<file path="src/rtl/mips_mem_pkg.sv">
// Shared encodings for the multicycle MIPS memory-access path.
package mips_mem_pkg;

  typedef enum logic [1:0] {
    SZ_BYTE = 2'b00,
    SZ_HALF = 2'b01,
    SZ_WORD = 2'b10,
    SZ_RSVD = 2'b11
  } size_e;

  typedef enum logic [1:0] {
    ST_IDLE  = 2'd0,
    ST_WRITE = 2'd1,
    ST_DONE  = 2'd2,
    ST_ERR   = 2'd3
  } state_e;

  localparam logic [3:0] BE_NONE    = 4'b0000;
  localparam logic [3:0] BE_BYTE    = 4'b0001;
  localparam logic [3:0] BE_HALF_LO = 4'b0011;
  localparam logic [3:0] BE_HALF_HI = 4'b1100;
  localparam logic [3:0] BE_WORD    = 4'b1111;

endpackage

</file>
<file path="src/rtl/store_lane_align.sv">
// Combinational store lane steering: narrows rt to the access size,
// replicates it across byte lanes and flags misaligned/reserved accesses.
module store_lane_align
  import mips_mem_pkg::*;
(
  input  logic [1:0]  size_i,
  input  logic [1:0]  addr_lo_i,
  input  logic [31:0] data_i,
  output logic [31:0] wdata_o,
  output logic [3:0]  be_o,
  output logic        misaligned_o
);

  // Size/offset decode into replicated data, byte enables and alignment fault
  always_comb begin
    wdata_o      = '0;
    be_o         = BE_NONE;
    misaligned_o = 1'b0;
    case (size_e'(size_i))
      SZ_BYTE: begin
        wdata_o = {4{data_i[7:0]}};
        be_o    = BE_BYTE << addr_lo_i;
      end
      SZ_HALF: begin
        wdata_o      = {2{data_i[15:0]}};
        be_o         = addr_lo_i[1] ? BE_HALF_HI : BE_HALF_LO;
        misaligned_o = addr_lo_i[0];
      end
      SZ_WORD: begin
        wdata_o      = data_i;
        be_o         = BE_WORD;
        misaligned_o = |addr_lo_i;
      end
      default: misaligned_o = 1'b1;
    endcase
  end

endmodule

</file>
<file path="src/rtl/store_narrow.sv">
// Store-path unit: aligns/narrows rt and performs one registered memory
// write over a req/ack handshake with an ack-timeout watchdog.
module store_narrow
  import mips_mem_pkg::*;
#(
  parameter int unsigned ACK_TIMEOUT = 15
) (
  input  logic        clk,
  input  logic        rst,
  input  logic        i_start,
  input  logic [1:0]  i_size,
  input  logic [31:0] i_addr,
  input  logic [31:0] i_data,
  input  logic        i_mem_ack,
  output logic        o_busy,
  output logic        o_done,
  output logic        o_addr_err,
  output logic        o_bus_err,
  output logic [31:0] o_bad_addr,
  output logic        o_mem_we,
  output logic [31:0] o_mem_addr,
  output logic [31:0] o_mem_wdata,
  output logic [3:0]  o_mem_be
);

  localparam int unsigned CW = $clog2(ACK_TIMEOUT + 1);
  localparam logic [CW-1:0] CNT_LIM = CW'(ACK_TIMEOUT - 1);

  state_e        state_q, state_d;
  logic [CW-1:0] cnt_q, cnt_d;
  logic          done_q, done_d;
  logic          aerr_q, aerr_d;
  logic          berr_q, berr_d;
  logic          we_q, we_d;
  logic [31:0]   bad_q, bad_d;
  logic [31:0]   maddr_q, maddr_d;
  logic [31:0]   wdata_q, wdata_d;
  logic [3:0]    be_q, be_d;

  logic [31:0] al_wdata;
  logic [3:0]  al_be;
  logic        al_mis;

  store_lane_align u_align (
    .size_i       (i_size),
    .addr_lo_i    (i_addr[1:0]),
    .data_i       (i_data),
    .wdata_o      (al_wdata),
    .be_o         (al_be),
    .misaligned_o (al_mis)
  );

  // Next-state and next-output decode; outputs are registered from these
  always_comb begin
    state_d = state_q;
    cnt_d   = cnt_q;
    done_d  = 1'b0;
    aerr_d  = 1'b0;
    berr_d  = 1'b0;
    bad_d   = bad_q;
    maddr_d = maddr_q;
    wdata_d = wdata_q;
    be_d    = be_q;
    case (state_q)
      ST_WRITE: begin
        if (i_mem_ack) begin
          state_d = ST_DONE;
          done_d  = 1'b1;
        end else if (cnt_q == CNT_LIM) begin
          state_d = ST_ERR;
          berr_d  = 1'b1;
        end else begin
          cnt_d = cnt_q + 1'b1;
        end
      end
      default: begin
        state_d = ST_IDLE;
        if (i_start) begin
          if (al_mis) begin
            state_d = ST_ERR;
            aerr_d  = 1'b1;
            bad_d   = i_addr;
          end else begin
            state_d = ST_WRITE;
            cnt_d   = '0;
            maddr_d = {i_addr[31:2], 2'b00};
            wdata_d = al_wdata;
            be_d    = al_be;
          end
        end
      end
    endcase
    we_d = (state_d == ST_WRITE);
    // Enables are only meaningful while a write is requested
    if (!we_d) be_d = BE_NONE;
  end

  // State, counter and output registers
  always_ff @(posedge clk or posedge rst) begin
    if (rst) begin
      state_q <= ST_IDLE;
      cnt_q   <= '0;
      done_q  <= 1'b0;
      aerr_q  <= 1'b0;
      berr_q  <= 1'b0;
      we_q    <= 1'b0;
      bad_q   <= '0;
      maddr_q <= '0;
      wdata_q <= '0;
      be_q    <= '0;
    end else begin
      state_q <= state_d;
      cnt_q   <= cnt_d;
      done_q  <= done_d;
      aerr_q  <= aerr_d;
      berr_q  <= berr_d;
      we_q    <= we_d;
      bad_q   <= bad_d;
      maddr_q <= maddr_d;
      wdata_q <= wdata_d;
      be_q    <= be_d;
    end
  end

  assign o_busy      = we_q;
  assign o_mem_we    = we_q;
  assign o_done      = done_q;
  assign o_addr_err  = aerr_q;
  assign o_bus_err   = berr_q;
  assign o_bad_addr  = bad_q;
  assign o_mem_addr  = maddr_q;
  assign o_mem_wdata = wdata_q;
  assign o_mem_be    = be_q;

endmodule

</file>
<file path="config.mk">
export PLATFORM = sky130hd
export DESIGN_NAME = store_narrow
export DESIGN_NICKNAME = d
export VERILOG_FILES = /design/src/rtl/mips_mem_pkg.sv /design/src/rtl/store_lane_align.sv /design/src/rtl/store_narrow.sv
export SDC_FILE = /design/constraint.sdc
export NUM_CORES = 1
export LEC_CHECK = 0
export CAP_MARGIN = 0
export CORE_AREA = 2 2 106 108
export CTS_CLUSTER_DIAMETER = 60
export DETAILED_ROUTE_END_ITERATION = 8
export DIE_AREA = 0 0 108 110
export GPL_TIMING_DRIVEN = 0
export PLACE_DENSITY_LB_ADDON = 0.3
export SLEW_MARGIN = 30
export SYNTH_ARGS = -nofsm -noshare
export SYNTH_HDL_FRONTEND = slang
export SYNTH_SLANG_ARGS = --single-unit
export TNS_END_PERCENT = 50
</file>
<file path="constraint.sdc">
create_clock -name clk -period 4.6 [get_ports clk]
set_clock_uncertainty 0.2 [all_clocks]
set_input_delay 0.69 -clock clk [delete_from_list [all_inputs] [get_ports clk]]
set_output_delay 0.69 -clock clk [all_outputs]
set_load 0.02 [all_outputs]
</file>
; After elaboration in Yosys (flattened, before gate mapping)
; Cells that the tools add are included.
[classes]
mux = 26
n_bitwise = 2
n_shift = 1
n_reduce_logical = 7
eq_ne = 11
add_sub_neg = 1
[op_table]
columns = cell, n
row1 = $pmux 32 s3, 1
row2 = $mux 4, 10
row3 = $pmux 4 s3, 1
row4 = $mux 2, 5
row5 = $ne 2x2->1 const B, 5
row6 = $reduce_and 3->1, 3
row7 = $mux 1, 8
row8 = $eq 2x1->1 const B, 3
row9 = $add 4x1->4 const B, 1
row10 = $eq 4x4->1 const B, 1
row11 = $reduce_and 4->1, 1
row12 = $shl 1x2->4 const A, 1
row13 = $pmux 1 s3, 1
row14 = $eq 2x2->1 const B, 1
row15 = $logic_not 2->1, 1
row16 = $ne 2x1->1 const B, 1
row17 = $not 1->1, 2
row18 = $reduce_bool 2->1, 1
row19 = $reduce_or 2->1, 1
[totals]
input_bits = 70
elab_cells = 58
regBits = 108
output_inout_bits = 105

; Longest topological paths before layout
; Gate-level depths: netlist of the first run.
[logic_depth]
depth_word = 8
ltp_mapped = 5
ltp_nobuf = 5

; By module
; Synthesis of the first run repeated with hierarchy kept, for this count alone.
[unflattened]
cells_unflattened = 341
area_unflattened_um2 = 4605.7
[modules_own_cells]
columns = module, cells_each, area_each_um2, seq_area_each_um2, instances
row1 = store_narrow, 253, 4098.9, 2702.6, 1
row2 = store_lane_align, 88, 506.7, 0.0, 1

; Worst setup path after synthesis of the first run
; OpenSTA, ideal clock, no wires.
[synth_path]
path_kind = input port to flip-flop
from = input port i_size[0]
to = register bad_q[10], in the netlist o_bad_addr[10]
slack_ns = 2.535
path_buffers = 1
path_stages = 4
arrival_ns = 1.741
setup_ns = 0.125
t_required_ns = 4.275
cell_sequence = or3_1 nand4_2 buf_6 mux2_2
[synth_via]
elab_chain_len = 3
word_cells_on_any_way = 5
classes_between = eq/ne: 2 / mux: 1 / reduce/logical: 2
[synth_rtl]
columns = element, line_no
row1 = start: declaration, store_narrow.sv:11  ; input logic [1:0] i_size,
row2 = "$eq 2x2->1, or another cell as far along", store_lane_align.sv:19  ; case (size_e'(size_i))
row3 = $pmux 1 s3 (*), store_lane_align.sv:19
row4 = $reduce_and 3->1 (no line) (*), n/a
row5 = end signal: assignment, store_narrow.sv:107  ; bad_q <= '0;
row6 = end signal: assignment, store_narrow.sv:118  ; bad_q <= bad_d;
row7 = end: declaration, store_narrow.sv:35  ; logic [31:0] bad_q, bad_d;
; Every way passes the cells marked *; elsewhere a longest branch is shown, timed or not.
; A chain may end at the register's enable or synchronous reset.

; Final worst setup path of the first run
[layout_path]
from = input port i_addr[0]
to = register maddr_q[3], in the netlist o_mem_addr[3]
[layout_via]
elab_chain_len = 4
[layout_rtl]
columns = element, line_no
row1 = start: declaration, store_narrow.sv:12  ; input logic [31:0] i_addr,
row2 = $reduce_or 2->1, store_lane_align.sv:32  ; misaligned_o = |addr_lo_i;
row3 = $pmux 1 s3 (*), store_lane_align.sv:19
row4 = $not 1->1 (no line) (*), n/a
row5 = $reduce_and 3->1 (no line) (*), n/a
row6 = end signal: assignment, store_narrow.sv:119  ; maddr_q <= maddr_d;
row7 = end: declaration, store_narrow.sv:36  ; logic [31:0] maddr_q, maddr_d;
; Marks and branches as above.

==> results_dict.tcl, run 1 <==
set metrics [dict create \
    outcome "completed" \
    dp_hpwl_um 8644 \
    fillCellCount 822 \
    clkTransAtPathRegs_ns 0.09 \
    worstRegToRegCells 4 \
    synthFlopType "dfrtp_1" \
    finalHoldViolations 0 \
    synth.distinct_cells 37 \
    grt_pass1_vias 3548 \
    switchingPower_mw 1.228 \
    io-pin-count 175 \
    whs_ns 0.2992 \
    post-route-drc-count 0 \
    switching_share_pct 34.28 \
    crit_buf_inv 1 \
    synth.largest_area_cell "dfrtp_1" \
    setup.worst_path.start "i_addr[0]" \
    wl_um 11780 \
    yosysMostFrequentCell "dfrtp_1" \
    max_freq_mhz 409.8 \
    portBuffers 172 \
    ys_seq_elements 108 \
    vias_per_cell 5.116 \
    drive_gt1_share_pct 22.61 \
    synthArstFlopShare_pct 100.0 \
    cts_resized 0 \
    area_delta_synth_final_pct 44.10 \
    grt_use_total_pct 20.16 \
    worstPathArrival_ns 2.49 \
    cts_inserted_buffers 9 \
    diodes 0 \
    antenna_found_initial 0 \
    die_w_um 108 \
    hold_class "flop to flop" \
    final_nets 580 \
    power.density_nw_per_um2 523.1 \
    endpoint "o_mem_addr[3]" \
    cap_violations 0 \
    crit_chain "clkdlybuf4s50_1, a21oi_1, o211ai_1, mux2_2" \
    place_congestion 0.7358 \
    path_class "primary input to flop" \
    post_cts_buffers 0 \
    p_comb_share_pct 45.8 \
    instances_no_fill 653 \
    setup_viol 0 \
    final_max_slew_viol_count 0 \
    synth_top_area_share_pct 56.87 \
    drt_first_pass_iters 5 \
    grt_first_pass_wirelength_um 18170 \
    holdCritStartpoint "o_bad_addr[30]" \
    ys_top_cells_by_area "dfrtp_1 (57%), mux2_4 (15%), mux2_2 (8.8%)" \
    dp_cells 637 \
    start_kind "primary input" \
    ir_worst_vdd_mv 0.2362 \
    end_kind "flop" \
    crit_slowest_cell "clkdlybuf4s50_1" \
    timing.final.crit_share_pct 53.05 \
    cts-root-buf "clkbuf_8" \
    grt_max_degree 64 \
    clkLatencyLatePin_ns 0.36 \
    synth-warning-count 0 \
    synth.avg_cell_area_um2 14.71 \
    yosysSeqAreaShare_pct 56.87 \
    rsz0062_at_grt "no" \
    cpPeakStageDelay_ns 0.63 \
    core-area_um2 10700 \
    cts_max_level 3 \
    fin_tns_setup_ns 0 \
    max_slew.worst_pin.slew_ns 0.7542 \
    finalPower_mw 3.582 \
    vias 3341 \
    r2r_end "o_mem_be[1]" \
    start_util_pct 44.42 \
    fp.dieArea_um2 11880 \
    wire_per_inst_um 18.04 \
    die_height_um 110 \
    drt_iter0_drc 122 \
    cts_buffer_depth 2 \
    syn-cell-area_um2 4752 \
    worst-path-max-fanout 7 \
    rrSetupSlack_ns 2.76 \
    power.leakage_nw 2.952 \
    synth_commonest_cells "dfrtp_1 (108), mux2_4 (47), mux2_2 (37)" \
    cts_hold_buffers 0 \
    drtAntennaViolNets 0 \
    grt_overflow_total 0 \
    synth_cells 323 \
    r2r_start "state_q[1]" \
    final.min_clock_period_ns 2.440 \
    numClockSinks 108 \
    max-slew-margin-rel_pct 49.50 \
    pwr-share-clk_pct 14.3 \
    cp_top_family "compound AO/OA/AOI/OAI gates" \
    cp.required_ns 4.65 \
    seqPwrFrac_pct 39.9 \
    synth_edf_count 0 \
    p_int_mw 2.354 \
    rows 38 \
    cts_tree "done" \
    cp.depth 4 \
]
[worst min path at each step]
stage          cells after the start              to  slack (ns)
2_1_floorplan                      1        cnt_q[3]        0.28
3_3_place_gp                       1  o_bad_addr[26]        0.27
3_5_place_dp                       1     o_mem_be[3]        0.28
4_1_cts                            1  o_bad_addr[30]        0.30
5_1_grt                            1  o_bad_addr[22]        0.32
6_report                           1  o_bad_addr[30]        0.30
[per-layer routing]
layer  part of all wire [%]  GRT usage [%]
met4                    2.0          8.700
met1                     41          24.36
met2                     51          35.00
met5                      0              0
met3                    5.7          4.350
[power by group through the flow]
stage               sequential [mW]  clock, mW  combinational [mW]
floorplan                      1.79          0               0.493
global placement               1.42          0                1.62
detailed placement             1.44          0                1.65
CTS                            1.43      0.531                1.66
global route                   1.46      0.576                1.72
finish                         1.43      0.514                1.64
[through the flow]
step                instance area, µm²  worst slack (ns)  util, %
global placement                  6653           -0.6909    62.19
global route                      6848             2.065    64.01
detailed placement                6685             1.758    62.49
floorplan                         4756            0.8644        -
finish                            6848             2.160    64.01
CTS                               6848             2.139    64.01
[registers in the layout, summed over array words and instances (netlist names)]
signal and count:
state_q 2, o_done 1, o_mem_be 4, o_mem_addr 30
o_busy 1, o_addr_err 1, o_mem_wdata 32, o_bus_err 1
cnt_q 4, o_bad_addr 32
[cells in the final DEF (no fill, tap or decap), types with 10 or more instances in the layout]
cell type,synthesis,layout
clkdlybuf4s50_1,0,172
dfrtp_1,108,108
mux2_4,47,47
mux2_2,37,37
o2bb2ai_1,19,19
mux2i_1,16,16
a21oi_1,13,13
inv_1,13,12
clkbuf_1,6,10
[final cells by class]
class	instances	area (µm²)	share of cell area, %
clock inverters	3	23.77	0.3472
repair buffers	173	1749	25.54
plain buffers	21	160.2	2.339
flip-flops and latches	108	2703	39.47
inverters	13	53.80	0.7857
clock buffers	13	138.9	2.028
multi-input cells	182	1844	26.93
well taps	140	175.2	2.558
[cells by family after synthesis]
logic type,Yosys count,share of synthesized area [%]
multiplexers,102,27.46
adder cells (fa/ha/maj),2,0.5265
other,1,0.07891
AO/OA/AOI/OAI,46,7.083
buffers and inverters,34,4.397
AND/OR/NAND/NOR,30,3.581
flip-flops,108,56.87
[worst register-to-register path, cell delays in order, from the launching register on]
cell and delay [ns]:
dfrtp_1 0.40, or3b_2 0.44, clkbuf_1 0.17, nor2_1 0.37, a22o_1 0.21
Power figures use the tool's default switching activity.
==> run 2: changes to the inputs <==
--- a/config.mk
+++ b/config.mk
@@ -6,10 +6,10 @@
 export NUM_CORES = 1
 export LEC_CHECK = 0
 export CAP_MARGIN = 0
-export CORE_AREA = 2 2 106 108
+export CORE_AREA = 2 2 112 114
 export CTS_CLUSTER_DIAMETER = 60
 export DETAILED_ROUTE_END_ITERATION = 8
-export DIE_AREA = 0 0 108 110
+export DIE_AREA = 0 0 114 116
 export GPL_TIMING_DRIVEN = 0
 export PLACE_DENSITY_LB_ADDON = 0.3
 export SLEW_MARGIN = 30
==> constraint.sdc (replaced) <==
create_clock -name clk -period 2 [get_ports clk]
set_clock_uncertainty 0.2 [all_clocks]
set_input_delay 0.3 -clock clk [delete_from_list [all_inputs] [get_ports clk]]
set_output_delay 0.3 -clock clk [all_outputs]
set_load 0.02 [all_outputs]
==> run 2 against run 1 <==
Compared with the run above:
- sequential power is 130% higher
- core utilization down 4.3 points
- die area is 11% higher
- clock power rose to 3.3 times the previous value
- global-route usage is 1.3 points lower
- power up 150%
- count of clock-buffer cells in the layout down 2
- register-to-register slack worse by 2.6 ns
- first-iteration DRC count is 16% higher
- critical path depth fell by 2
==> results_dict.tcl, run 2 (synthesis gave the netlist of run 1 again) <==
set metrics [dict create \
    outcome "completed" \
    place_area_um2 6760 \
    cts_inserted_buffers 9 \
    cts_hold_buffers 0 \
    p_int_mw 5.904 \
    worst-path-max-fanout 2 \
    rrSetupSlack_ns 0.13 \
    drt_first_pass_iters 4 \
    worstPathArrival_ns 1.38 \
    ir_worst_vdd_mv 0.7251 \
    timing.final.crit_share_pct 93.84 \
    fin_tns_setup_ns 0 \
    worstRegToRegCells 5 \
    path_class "flop to output port" \
    grt_overflow_total 0 \
    instances_no_fill 665 \
    final_cell_mix "clkdlybuf4s50_1 (169), dfrtp_1 (108), mux2_4 (47)" \
    die_w_um 114 \
    finalPower_mw 8.813 \
    cp.depth 2 \
    crit_buf_inv 2 \
    fin_area_um2 7108 \
    drtAntennaViolNets 0 \
    switchingPower_mw 2.910 \
    vias_per_cell 5.033 \
    power.density_nw_per_um2 1240 \
    antenna_found_initial 0 \
    vias 3347 \
    whs_ns 0.1082 \
    fillCellCount 990 \
    seqPwrFrac_pct 37.3 \
    start_kind "flop" \
    cts-root-buf "clkbuf_16" \
    diodes 0 \
    cp.required_ns 1.50 \
    post-route-drc-count 0 \
    p_comb_share_pct 43.2 \
    final_common_cell "clkdlybuf4s50_1" \
    wire_per_inst_um 18.13 \
    crit_slowest_cell "clkdlybuf4s50_1" \
    multiInputGateArea_um2 1858 \
    r2r_end "o_mem_wdata[8]" \
    regArea_um2 2703 \
    final.min_clock_period_ns 1.877 \
    rows 40 \
    cap_violations 0 \
    die_height_um 116 \
    rsz0062_at_grt "no" \
    cts_tree "done" \
    final_max_slew_viol_count 0 \
    cts_max_level 3 \
    cts_buffer_depth 2 \
    start_util_pct 39.89 \
    core-area_um2 11910 \
    fp.dieArea_um2 13220 \
    grt_pass1_vias 3684 \
    clkTransAtPathRegs_ns 0.07 \
    switching_share_pct 33.02 \
    numClockSinks 108 \
    pwr-share-clk_pct 19.5 \
    setup_viol 0 \
    hold_class "primary input to asynchronous set/reset pin" \
    grt_use_total_pct 18.84 \
    endpoint "o_mem_we" \
    drt_iter0_drc 142 \
    grt_first_pass_wirelength_um 19070 \
    wl_um 12060 \
    dp_cells 647 \
    drive_gt1_share_pct 25.10 \
    finalHoldViolations 0 \
    max_slew.worst_pin.slew_ns 0.5225 \
    max-slew-margin-rel_pct 65.09 \
    io-pin-count 175 \
    max_freq_mhz 532.8 \
    r2r_start "state_q[1]" \
    final_nets 585 \
    cp_top_family "buffers and inverters" \
    power.leakage_nw 3.102 \
    grt_max_degree 28 \
    dp_hpwl_um 8848 \
    crit_chain "buf_4, clkdlybuf4s50_1" \
    end_kind "output port" \
    place_congestion 0.7574 \
    area_delta_synth_final_pct 49.58 \
    cpPeakStageDelay_ns 0.58 \
    setup.worst_path.start "o_busy" \
    portBuffers 172 \
    clkLatencyLatePin_ns 0.35 \
]
-- run 2: cell count changes in the layout (fill, tap and decap cells not counted), sizes merged --
| cell | delta |
|---|---|
| clkbuf | -2 |
| dlymetal6s2s | +3 |
| clkdlybuf4s50 | -3 |
| clkinv | +2 |
| buf | +5 |
-- run 2: routing by layer --
layer  part of all wire (%)  track usage [%]
met2                     48            31.27
met1                     41            22.32
met3                    8.4            7.897
met5                      0                0
met4                    2.0            6.179
-- run 2: power groups by stage --
stage / combinational, mW / sequential (mW) / clock [mW]
floorplan: 1.14 / 4.12 / 0
global placement: 3.73 / 3.29 / 0
detailed placement: 3.82 / 3.31 / 0
CTS: 3.84 / 3.29 / 1.78
global route: 4.02 / 3.38 / 1.86
finish: 3.81 / 3.29 / 1.72
-- run 2: how the worst min path moves through the flow --
stage                     end  slack (ns)
2_1_floorplan      state_q[0]        0.21
3_3_place_gp   o_bad_addr[26]        0.28
3_5_place_dp   o_bad_addr[26]        0.28
4_1_cts        o_bad_addr[12]        0.10
5_1_grt        o_bad_addr[12]        0.12
6_report       o_bad_addr[12]        0.11
-- run 2: worst reg2reg max path, delay by kind of cell, from the launching register on --
family | cells | cell delay (ns)
buffers and inverters | 2 | 0.39
DFF | 1 | 0.35
muxes | 1 | 0.32
and+or+nand+nor | 1 | 0.27
AOI/OAI and AO/OA | 1 | 0.23
-- run 2: area by class of cell --
cell class / count / share of cell area [%]
plain buffers: 21 / 2.588
clock buffers: 11 / 3.556
clock inverters: 5 / 0.4929
inverters: 13 / 0.7393
multi-input cells: 182 / 26.14
flip-flops and latches: 108 / 38.02
well taps: 147 / 2.588
repair buffers: 178 / 25.88
-- run 2: metrics by stage --
stage / worst slack, ns / util, %
3_3_place_gp: -0.8715 / 55.96
6_report: 0.1232 / 59.67
2_1_floorplan: 0.1985 / -
5_1_grt: 0.02438 / 59.67
3_5_place_dp: -0.4852 / 56.75
4_1_cts: 0.001617 / 59.41
-- run 2: what timing repair did --
item / 4_1_cts / 5_1_grt
pin swaps: 1 / 0
setup buffers: 2 / 0
setup endpoints to repair: 47 / 84
gates resized for setup: 2 / 16
